### config.mk
export PLATFORM = sky130hd
export DESIGN_NAME = key_digit_buffer
export DESIGN_NICKNAME = d
export VERILOG_FILES = /design/src/rtl/key_digit_buffer.sv
export SDC_FILE = /design/constraint.sdc
export NUM_CORES = 1
export LEC_CHECK = 0
export CAP_MARGIN = 10
export CORE_MARGIN = 2
export CORE_UTILIZATION = 35
export CTS_CLUSTER_DIAMETER = 120
export DETAILED_ROUTE_END_ITERATION = 6
export HOLD_SLACK_MARGIN = 0.08
export SLEW_MARGIN = 20
export SYNTH_ARGS = -nofsm -noshare
export SYNTH_HDL_FRONTEND = slang
export SYNTH_SLANG_ARGS = --single-unit
### constraint.sdc
create_clock -name clkot -period 2.3 [get_ports clkot]
set_input_delay 0.23 -clock clkot [delete_from_list [all_inputs] [get_ports clkot]]
set_output_delay 0.23 -clock clkot [all_outputs]
set_load 0.02 [all_outputs]
### src/rtl/key_digit_buffer.sv
// Keypad digit entry buffer: edge-detects key presses and builds a BCD entry of up to DIGITS
// digits, with clear, backspace and enter keys. All outputs are registered.
module key_digit_buffer #(
  parameter int unsigned DIGITS     = 4,
  parameter logic [3:0]  CODE_CLEAR = 4'hA,
  parameter logic [3:0]  CODE_BACK  = 4'hB,
  parameter logic [3:0]  CODE_ENTER = 4'hE
) (
  input  logic                        clkot,
  input  logic                        rst_n,
  input  logic                        key_valid,
  input  logic [3:0]                  key_code,
  output logic [4*DIGITS-1:0]         buf_digits,
  output logic [$clog2(DIGITS+1)-1:0] digit_cnt,
  output logic                        buf_full,
  output logic                        busy,
  output logic                        entry_done,
  output logic                        key_err
);

  localparam int unsigned CW = $clog2(DIGITS + 1);
  localparam logic [CW-1:0] FullCnt = CW'(DIGITS);

  typedef enum logic [1:0] {StIdle, StEntry, StDone} state_e;

  state_e              state_q, state_d;
  logic [4*DIGITS-1:0] buf_d;
  logic [CW-1:0]       cnt_d;
  logic                done_d, err_d;
  logic                key_valid_q;
  logic                press;
  logic                is_digit;

  assign press    = key_valid & ~key_valid_q;
  assign is_digit = (key_code <= 4'd9);

  always_comb begin
    state_d = state_q;
    buf_d   = buf_digits;
    cnt_d   = digit_cnt;
    done_d  = 1'b0;
    err_d   = 1'b0;
    if (press) begin
      if (key_code == CODE_CLEAR) begin
        buf_d   = '0;
        cnt_d   = '0;
        state_d = StIdle;
      end else if (is_digit) begin
        if (state_q == StDone) begin
          // A new digit after a completed entry starts a fresh entry.
          buf_d      = '0;
          buf_d[3:0] = key_code;
          cnt_d      = CW'(1);
          state_d    = StEntry;
        end else if (digit_cnt < FullCnt) begin
          buf_d   = {buf_digits[4*DIGITS-5:0], key_code};
          cnt_d   = digit_cnt + CW'(1);
          state_d = StEntry;
        end else begin
          err_d = 1'b1;
        end
      end else if (key_code == CODE_BACK) begin
        if (state_q == StEntry && digit_cnt != '0) begin
          buf_d = {4'h0, buf_digits[4*DIGITS-1:4]};
          cnt_d = digit_cnt - CW'(1);
          if (digit_cnt == CW'(1)) state_d = StIdle;
        end else begin
          err_d = 1'b1;
        end
      end else if (key_code == CODE_ENTER) begin
        if (state_q == StEntry) begin
          state_d = StDone;
          done_d  = 1'b1;
        end else begin
          err_d = 1'b1;
        end
      end else begin
        err_d = 1'b1;
      end
    end
  end

  always_ff @(posedge clkot or negedge rst_n) begin
    if (!rst_n) begin
      // Reset high so a key held through reset release is not seen as a press.
      key_valid_q <= 1'b1;
      state_q     <= StIdle;
      buf_digits  <= '0;
      digit_cnt   <= '0;
      buf_full    <= 1'b0;
      busy        <= 1'b0;
      entry_done  <= 1'b0;
      key_err     <= 1'b0;
    end else begin
      key_valid_q <= key_valid;
      state_q     <= state_d;
      buf_digits  <= buf_d;
      digit_cnt   <= cnt_d;
      buf_full    <= (cnt_d == FullCnt);
      busy        <= (state_d == StEntry);
      entry_done  <= done_d;
      key_err     <= err_d;
    end
  end

endmodule

* After elaboration in Yosys (flattened, before gate mapping)
Index checks and enable logic that the tools add are counted.
** Storage, ports and cells
- Output and inout bits :: 23
- Logic and storage cells :: 66
- Bits in registers :: 26
- Bits of input ports :: 7
** Cells by class
- Bitwise operators :: 2
- Eq/ne operators :: 9
- Add/sub/neg operators :: 2
- Multiplexer cells :: 38
- Reduce and logical (&&, ||, !) cells :: 5
- Order comparisons :: 2
** Operators by type and width (number)
- 16-bit 2-to-1 mux :: 6
- 3-bit 2-to-1 mux :: 7
- 2-bit 2-to-1 mux :: 10
- 1-bit 2-to-1 mux :: 15
- 4-bit equality test, second input constant :: 3
- 3-bit nonzero test :: 3
- 2-bit by 1-bit equality test with 1-bit output, second input constant :: 2
- 4-bit less-or-equal comparator, second input constant :: 1
- 4-bit by 1-bit inequality test with 1-bit output, second input constant :: 1
- 4-bit AND reduction :: 1
- 3-bit by 1-bit adder with 3-bit output, second input constant :: 1
- 3-bit by 1-bit equality test with 1-bit output, second input constant :: 1
- 3-bit equality test, second input constant :: 1
- 3-bit less-than comparator, second input constant :: 1
- 3-bit by 1-bit subtractor with 3-bit output, second input constant :: 1
- 2-bit equality test, second input constant :: 1
- 1-bit bitwise AND :: 1
- 1-bit logical AND :: 1
- 1-bit inverter :: 1

* Depth between registers and ports, before layout
Gate-level depths: netlist (run 1).
- Word-level depth :: 8
- Depth in mapped cells :: 8
- Depth with buffers taken out :: 7

* Least setup slack after synthesis (run 1)
Ideal clock, no wire load.
- Path kind :: register to register
- From :: register digit_cnt[0]
- To :: register buf_digits[14]
- Slack :: 0.095 ns
- Cell stages (with the launch flop) :: 9
- Data arrival time :: 2.070 ns
- Period minus slack after synthesis :: 2.205 ns
- Required time :: 2.165 ns
- Setup time :: 0.135 ns
- Buffers on the path :: 1
- Cells stage by stage :: dfrtp_1 inv_1 ha_1 nor2b_1 or3_4 a221o_1 clkbuf_1 nand2_1 o21ai_0
** On the way
- Word-level cells in the longest chain between the ends :: 4
- Elaborated cells between the ends (all ways) :: 6
- Classes of those cells :: order compare: 1; eq/ne: 1; reduce/logical: 4
** RTL lines
- from (decl) :: line 14 : output logic [$clog2(DIGITS+1)-1:0] digit_cnt,
- from (signal assigned) :: line 98 : digit_cnt <= cnt_d;
- parallel branches: the longest is 3 deep, another holds 3-bit less-than comparator
- 4-bit AND reduction (no source line) (*)
- to (signal assigned) :: line 97 : buf_digits <= buf_d;
- to (decl) :: line 13 : output logic [4*DIGITS-1:0] buf_digits,
Mark *: on every way between the ends.
A chain may end at the register's enable or synchronous reset.

* Worst setup path after layout (run 1)
- From :: register digit_cnt[1]
- To :: register buf_digits[6]
The elaborated chain is that of the path after synthesis.

==> results of run 1 <==
## cell usage in the layout (no fill, tap or decap), drive strengths merged, types with 2 or more instances in the layout
cell type	netlist	final
o21ai	17	17
buf	1	17
dfrtp	25	25
nand2b	2	2
inv	5	5
and3	5	5
nand2	25	25
ha	4	4
o211ai	2	2
nor2	6	6
a22oi	4	4
nor3	4	4
o31ai	6	6
a21oi	9	9
clkdlybuf4s50	0	29
nor2b	4	4
clkbuf	7	4
or2	2	2
## flip-flops by register name, indices dropped and copies added (netlist names)
name         cells
key_valid_q      1
entry_done       1
state_q          2
key_err          1
digit_cnt        3
busy             1
buf_digits      16
buf_full         1
## area by class of cell
type	instances	area, um^2
well taps	48	60.1
inverters	5	18.8
fillers	332	1810
repair buffers	46	430
multi-input cells	107	639
clock buffers	4	55.1
flip-flops and latches	26	652
## cells by family (layout without fill, tap and decap cells)
logic type | Yosys count | count (layout) | share of synthesized area, %
simple gates | 53 | 53 | 19.2
mux | 1 | 1 | 0.839
buf+inv | 13 | 55 | 3.73
flops | 26 | 26 | 48.6
compound gates | 49 | 49 | 23.9
fa+ha+maj | 4 | 4 | 3.73
## power groups by stage
stage / logic (uW) / registers (uW) / clock network [uW]
floorplan: 264 / 790 / 0
detailed placement: 740 / 670 / 0
global placement: 730 / 667 / 0
CTS: 742 / 663 / 306
finish: 736 / 663 / 298
global route: 806 / 683 / 322
## metal layers
metal  track usage (%)  vias up  wire length (um)
met5                 0        -                 0
met4              7.55        0                55
li1                  -      602                 -
met2              28.9       49              1600
met1              22.7      601              1410
met3              1.70        6               236
## per-stage QoR
stage	power, uW	utilization, %	cell area (um^2)
after floorplan	1050	-	1340
after global placement	1400	49.2	1800
after detailed placement	1410	49.2	1800
after CTS	1710	50.7	1860
after global routing	1810	50.7	1860
final	1700	50.7	1860
## worst max-delay path: stages (launching register included)
cell and delay (ns):
dfrtp_1 0.42, inv_1 0.10, ha_1 0.18, nor2b_1 0.15
or3_4 0.39, a221o_1 0.41, buf_12 0.18, o31ai_1 0.23
## how the worst max path moves through the flow
stage                     slack (ns)             end  cells after the start         start
after floorplan                 0.09  buf_digits[14]                      8  digit_cnt[0]
after global placement          0.05   buf_digits[0]                      6   key_code[2]
after detailed placement     -0.0003   buf_digits[4]                      6   key_code[2]
after CTS                       0.14   buf_digits[6]                      7  digit_cnt[1]
after global routing            0.01   buf_digits[0]                      7  digit_cnt[1]
final                           0.15   buf_digits[6]                      7  digit_cnt[1]
## Yosys cell counts (5+ instances only)
master / number / area, um^2
a21oi_1: 9 / 45.0
and3_1: 5 / 31.3
clkbuf_1: 7 / 26.3
dfrtp_1: 25 / 626
inv_1: 5 / 18.8
nand2_1: 25 / 93.8
nor2_1: 6 / 22.5
o21ai_0: 17 / 85.1
o31ai_1: 6 / 45.0
==> impl_metrics.py, run 1 <==
metrics = {
    "status": {
        "outcome": "finished, final reports clean",
    },
    "clock_tree": {
        "postCtsResizedCells": 0,
        "cts_tree": "built",
        "cts_buffers": 3,
        "postCtsSetupRepairBufs": 0,
        "clk_latency_ns": 0.27,
        "cts.sinks": 26,
        "clockBufferDepth": 2,
        "clk_pin_slew_ns": 0.09,
        "ctsHoldBuffers": 0,
        "htreeDepth": 1,
        "ctsRootBufferMaster": "clkbuf_8",
    },
    "sta": {
        "holdWs_ns": 0.319,
        "period_needed_ns": 2.15,
        "min_period_over_period_pct": 93.4,
        "fmax_mhz": 465,
        "fin_skew_ns": 0.00581,
        "finalHoldViolCount": 0,
        "fin_ws_ns": 0.151,
        "worst_slew_pin_slew_ns": 0.433,
        "finalMaxSlewViolations": 0,
        "rsz0062_at_grt": "false",
        "setup_viol": 0,
        "slew_headroom_pct": 70.9,
        "tns_ns": 0,
    },
    "pwr": {
        "power.share.clock_pct": 17.6,
        "ir_worst_vdd_uv": 419,
        "p_seq_share_pct": 39.1,
        "p_leak_uw": 0.000799,
        "swShare_pct": 36.3,
        "p_switching_uw": 616,
        "intPower_uw": 1080,
        "p_per_area_nw_per_um2": 914,
        "combPwrFrac_pct": 43.4,
    },
    "drt": {
        "wire_per_inst_um": 14.0,
        "wl_um": 3290,
        "first_iter_violations": 58,
        "drc": 0,
        "via_per_inst": 5.33,
        "drtPass1Iterations": 4,
        "vias": 1258,
        "ant_nets": 0,
    },
    "grt": {
        "grtUsageTotal_pct": 17.3,
        "grt_pass1_vias": 1272,
        "grt.overflow.total": 0,
        "grt_pass1_wl_um": 5780,
        "antenna_found_initial": 0,
        "grt_start_max_net_pins": 33,
    },
    "die": {
        "die_y_um": 65.9,
        "dieArea_um2": 4340,
        "core_um2": 3660,
        "die_w_um": 65.9,
        "io_pins": 30,
        "initial_core_util_pct": 36.6,
        "rows": 22,
    },
    "flow_run": {
        "cap_violations": 0,
    },
    "yosys": {
        "ys_seq_area_share_pct": 48.6,
        "yosysWarningCount": 0,
        "synth_edf_count": 0,
        "synthFlopType": "dfrtp_1",
        "ys_types": 35,
        "synth-seq-cells": 26,
        "synth.avg_cell_area_um2": 9.19,
        "syn-instance-count": 146,
        "synthArstFlopShare_pct": 100,
        "synth_nets": 157,
        "netlist_area_um2": 1340,
    },
    "critical_path": {
        "crit_required_ns": 2.48,
        "crit_arrival_ns": 2.33,
        "worstPathMaxFanout": 32,
        "criticalPathCategory": "reg -> reg",
        "r2r_slack_ns": 0.15,
        "critPathCaptureType": "flop",
        "start_kind": "flop",
        "r2r-end": "buf_digits[6]",
        "rr_worst_depth": 7,
        "timing.rr.start": "digit_cnt[1]",
    },
    "finish": {
        "instances_no_fill": 236,
        "syn2layout_area_growth_pct": 38.3,
        "antenna_cells": 0,
        "nets": 200,
        "drive_gt1_share_pct": 14.4,
    },
    "placement": {
        "hpwlAfterDp_um": 2470,
        "place_ws_ns": -0.000256,
        "place_congestion": 0.908,
        "placed_cells": 232,
        "io_buffers": 29,
    },
    "worst_hold_path": {
        "hold_class": "in -> async",
    },
}
No activity file was read; power rests on OpenSTA's default activity.
==> run 2, diff against run 1 <==
--- a/config.mk
+++ b/config.mk
@@ -6,11 +6,11 @@
 export NUM_CORES = 1
 export LEC_CHECK = 0
 export CAP_MARGIN = 10
-export CORE_MARGIN = 2
 export CORE_UTILIZATION = 35
 export CTS_CLUSTER_DIAMETER = 120
 export DETAILED_ROUTE_END_ITERATION = 6
 export HOLD_SLACK_MARGIN = 0.08
+export PLACE_DENSITY = 0.69
 export SLEW_MARGIN = 20
 export SYNTH_ARGS = -nofsm -noshare
 export SYNTH_HDL_FRONTEND = slang
==> impl_metrics.py, run 2 (synthesis results as in run 1) <==
metrics = {
    "status": {
        "outcome": "finished, final reports clean",
    },
    "finish": {
        "most-common-layout-cells": "clkdlybuf4s50_1 (29), nand2_1 (25), dfrtp_1 (25)",
        "reg.largest.list": "buf_digits: 16 flops, digit_cnt: 3 flops, state_q: 2 flops",
        "largest-register": "buf_digits",
        "drive_gt1_share_pct": 13.9,
        "largest_reg_flops": 16,
        "syn2layout_area_growth_pct": 39.0,
        "design_area_um2": 1860,
        "antenna_cells": 0,
        "final_common_cell": "clkdlybuf4s50_1",
        "nets": 199,
    },
    "die": {
        "core_um2": 3660,
        "initial_core_util_pct": 36.6,
        "io_pins": 30,
        "rows": 22,
        "die_w_um": 63.9,
        "die_y_um": 63.9,
        "dieArea_um2": 4080,
    },
    "critical_path": {
        "worstPathMaxFanout": 32,
        "path_buf_inv": 2,
        "cp_top_family": "compound AO/OA/AOI/OAI gates",
        "crit_slowest_cell": "dfrtp_1",
        "cp_cell_sequence": "inv_1 > ha_1 > nor2b_1 > or3_4 > a221o_1 > buf_12 > o31ai_1",
        "start_kind": "flop",
        "crit_required_ns": 2.49,
        "critPathCaptureType": "flop",
        "crit_arrival_ns": 2.32,
        "criticalPathCategory": "reg -> reg",
        "slowest_delay_ns": 0.41,
    },
    "sta": {
        "slew_headroom_pct": 69.1,
        "tns_ns": 0,
        "worst_slew_pin_slew_ns": 0.460,
        "finalHoldViolCount": 0,
        "period_needed_ns": 2.13,
        "fin_skew_ns": 0.00297,
        "rsz0062_at_grt": "false",
        "fmax_mhz": 469,
        "setup_viol": 0,
        "fin_ws_ns": 0.166,
        "finalMaxSlewViolations": 0,
        "min_period_over_period_pct": 92.8,
    },
    "placement": {
        "dpl_cell_area_um2": 1790,
        "place_congestion": 0.944,
        "hpwlAfterDp_um": 2400,
        "place_ws_ns": 0.0108,
        "io_buffers": 29,
    },
    "drt": {
        "wl_met1_um": 1360,
        "drtPass1Iterations": 4,
        "highest_layer": "met4",
        "wire_per_inst_um": 13.3,
        "wl_um": 3120,
        "met2_length_um": 1580,
        "drc": 0,
        "vias": 1243,
        "wl_met3_um": 151,
        "via_per_inst": 5.29,
        "first_iter_violations": 81,
        "ant_nets": 0,
    },
    "clock_tree": {
        "cts.sinks": 26,
        "postCtsResizedCells": 0,
        "clockBufferDepth": 2,
        "postCtsSetupRepairBufs": 0,
        "cts_buffers": 3,
        "ctsRootBufferMaster": "clkbuf_8",
        "clk_pin_slew_ns": 0.09,
        "htreeDepth": 1,
        "ctsHoldBuffers": 0,
        "clk_latency_ns": 0.28,
        "cts_tree": "built",
    },
    "pwr": {
        "power.share.clock_pct": 21.7,
        "p_per_area_nw_per_um2": 950,
        "p_switching_uw": 615,
        "p_leak_uw": 0.000801,
        "swShare_pct": 34.7,
        "combPwrFrac_pct": 40.9,
        "ir_worst_vdd_uv": 431,
        "p_seq_share_pct": 37.3,
        "intPower_uw": 1160,
    },
    "grt": {
        "grtUsageTotal_pct": 16.2,
        "antenna_found_initial": 0,
        "grt.overflow.total": 0,
        "grt_start_max_net_pins": 33,
        "grt_pass1_vias": 1178,
        "grt_pass1_wl_um": 5230,
    },
    "worst_hold_path": {
        "hold_class": "in -> async",
    },
    "flow_run": {
        "cap_violations": 0,
    },
}
## run 2: worst reg2reg max path: stages (launching register included)
cell and delay (ns):
dfrtp_1 0.41, inv_1 0.10, ha_1 0.17, nor2b_1 0.14, or3_4 0.39, a221o_1 0.40, buf_12 0.18, o31ai_1 0.24
## run 2: final cells by class
| cell class | instances | area [um^2] |
|---|---|---|
| clock buffers | 3 | 41.3 |
| clock inverters | 1 | 30.0 |
| fillers | 328 | 1800 |
| inverters | 5 | 18.8 |
| multi-input cells | 107 | 639 |
| flip-flops and latches | 26 | 652 |
| well taps | 48 | 60.1 |
| repair buffers | 45 | 423 |
## run 2: final timing paths
check | start | to | slack, ns | depth (start not counted)
setup / recovery | digit_cnt[1] | buf_digits[4] | 0.17 | 7
hold / removal | rst_n | buf_digits[11] | 0.32 | 2
setup reg to reg | digit_cnt[1] | buf_digits[4] | 0.17 | 7
hold reg to reg | buf_digits[0] | buf_digits[0] | 0.52 | 2
max in group asynchronous | rst_n | key_valid_q | 1.69 | 2
min in group clkot | key_valid | key_valid_q | 0.40 | 1
## run 2: layer usage
metal	GRT usage (%)	up-vias
met2	29.7	39
met4	5.11	0
met3	3.39	5
li1	-	608
met5	0	-
met1	18.7	591
## run 2: per-stage QoR
stage,total power [uW],instances,util [%],hold WS [ns]
floorplan,1050,146,-,-0.0656
global placement,1380,231,49.0,0.487
detailed placement,1400,231,49.0,0.507
CTS,1790,235,50.9,0.328
global route,1880,235,50.9,0.337
finish,1770,235,50.9,0.316
## run 2: power by group through the flow
stage               Clock [uW]  Sequential [uW]  Combinational (uW)
floorplan                    0              790                 264
global placement             0              667                 718
detailed placement           0              672                 730
CTS                        392              663                 733
global route               406              679                 792
finish                     385              661                 725
==> run 3, diff against run 2 <==
--- a/config.mk
+++ b/config.mk
@@ -6,6 +6,7 @@
 export NUM_CORES = 1
 export LEC_CHECK = 0
 export CAP_MARGIN = 10
+export CORE_MARGIN = 8
 export CORE_UTILIZATION = 35
 export CTS_CLUSTER_DIAMETER = 120
 export DETAILED_ROUTE_END_ITERATION = 6
==> impl_metrics.py, run 3 (synthesis results as in run 1) <==
metrics = {
    "status": {
        "outcome": "finished, final reports clean",
    },
    "clock_tree": {
        "postCtsResizedCells": 0,
        "cts_tree": "built",
        "clk_latency_ns": 0.27,
        "cts.sinks": 26,
        "htreeDepth": 1,
        "clk_pin_slew_ns": 0.09,
        "clockBufferDepth": 2,
        "cts_buffers": 3,
        "ctsRootBufferMaster": "clkbuf_8",
        "ctsHoldBuffers": 0,
        "postCtsSetupRepairBufs": 0,
    },
    "die": {
        "io_pins": 30,
        "die_w_um": 77.9,
        "core_um2": 3660,
        "dieArea_um2": 6070,
        "initial_core_util_pct": 36.6,
        "die_y_um": 77.9,
        "rows": 22,
    },
    "placement": {
        "placed_cells": 231,
        "place_congestion": 1.00,
        "hpwlAfterDp_um": 2650,
        "io_buffers": 29,
        "dpl_cell_area_um2": 1790,
    },
    "critical_path": {
        "crit_required_ns": 2.48,
        "criticalPathCategory": "reg -> reg",
        "start_kind": "flop",
        "worstPathMaxFanout": 32,
        "critPathCaptureType": "flop",
        "crit_arrival_ns": 2.34,
    },
    "finish": {
        "instances_no_fill": 235,
        "antenna_cells": 0,
        "reg.largest.list": "buf_digits: 16 flops, digit_cnt: 3 flops, state_q: 2 flops",
        "nets": 199,
        "final_common_cell": "clkdlybuf4s50_1",
        "largest-register": "buf_digits",
        "design_area_um2": 1860,
        "drive_gt1_share_pct": 13.9,
        "fillerInstances": 347,
        "most-common-layout-cells": "clkdlybuf4s50_1 (29), nand2_1 (25), dfrtp_1 (25)",
        "largest_reg_flops": 16,
        "final_core_util_pct": 50.9,
        "syn2layout_area_growth_pct": 39.0,
    },
    "grt": {
        "grtUsageTotal_pct": 11.9,
        "grt_pass1_vias": 1284,
        "antenna_found_initial": 0,
        "grt_start_max_net_pins": 33,
        "grt_pass1_wl_um": 6150,
        "grt.overflow.total": 0,
    },
    "sta": {
        "fmax_mhz": 462,
        "finalHoldViolCount": 0,
        "worst_slew_pin_slew_ns": 0.448,
        "min_period_over_period_pct": 94.1,
        "slew_headroom_pct": 69.4,
        "period_needed_ns": 2.16,
        "setup_viol": 0,
        "finalMaxSlewViolations": 0,
        "rsz0062_at_grt": "false",
        "fin_skew_ns": 0.00447,
    },
    "drt": {
        "drtPass1Iterations": 4,
        "vias": 1234,
        "first_iter_violations": 96,
        "wire_per_inst_um": 14.9,
        "ant_nets": 0,
        "drc": 0,
        "via_per_inst": 5.25,
        "wl_um": 3510,
    },
    "flow_run": {
        "cap_violations": 0,
    },
    "worst_hold_path": {
        "hold_class": "in -> async",
    },
    "pwr": {
        "p_leak_uw": 0.000801,
        "p_per_area_nw_per_um2": 959,
        "ir_worst_vdd_uv": 464,
    },
}
[run 3: cell counts in the layout (fill, tap and decap cells not counted)]
No cell type changed its count.
[run 3: worst max-delay path, cell delays in order, from the launching register on]
cell and delay (ns):
dfrtp_1 0.42, inv_1 0.10, ha_1 0.19, nor2b_1 0.14
or3_4 0.38, a221o_1 0.41, buf_12 0.18, o31ai_1 0.24
[run 3: path summary, 6_finish.rpt]
kind                                   to  slack (ns)  depth (start not counted)     startpoint
max in group asynchronous     key_valid_q        1.68                          2          rst_n
hold reg to reg             buf_digits[1]        0.51                          2  buf_digits[1]
setup / recovery            buf_digits[0]        0.14                          7   digit_cnt[1]
min in group clkot            key_valid_q        0.41                          1      key_valid
hold / removal             buf_digits[11]        0.33                          2          rst_n
setup reg to reg            buf_digits[0]        0.14                          7   digit_cnt[1]
[run 3: per-stage QoR]
step	setup TNS, ns	power (uW)	setup WS, ns	hold WS [ns]
2_1_floorplan	0	1050	0.0946	-0.0656
3_3_place_gp	0	1400	0.0470	0.489
3_5_place_dp	-0.0135	1420	-0.0135	0.493
4_1_cts	0	1810	0.131	0.333
5_1_grt	0	1900	0.0251	0.348
6_report	0	1790	0.136	0.326
[run 3: report_power, final]
part	switching (uW)	leakage [uW]	internal [uW]
Sequential	95.1	0.000338	567
Combinational	385	0.000427	360
Clock	147	0.0000357	233
Total	627	0.000801	1160
[run 3: routing by layer]
metal | GRT usage, % | up-vias | share of wire, %
li1 | - | 600 | -
met1 | 14.5 | 590 | 43
met2 | 20.1 | 38 | 49
met3 | 3.46 | 6 | 6.5
met4 | 2.96 | 0 | 1.0
met5 | 0 | - | 0
[run 3: final cells by class]
type / count / area (um^2) / area share (%)
tap: 48 / 60.1 / 3.22
inverter: 5 / 18.8 / 1.01
clock inverter: 1 / 30.0 / 1.61
timing repair buffer: 45 / 423 / 22.7
sequential: 26 / 652 / 35.0
clock buffer: 3 / 41.3 / 2.21
multi-input combinational: 107 / 639 / 34.3
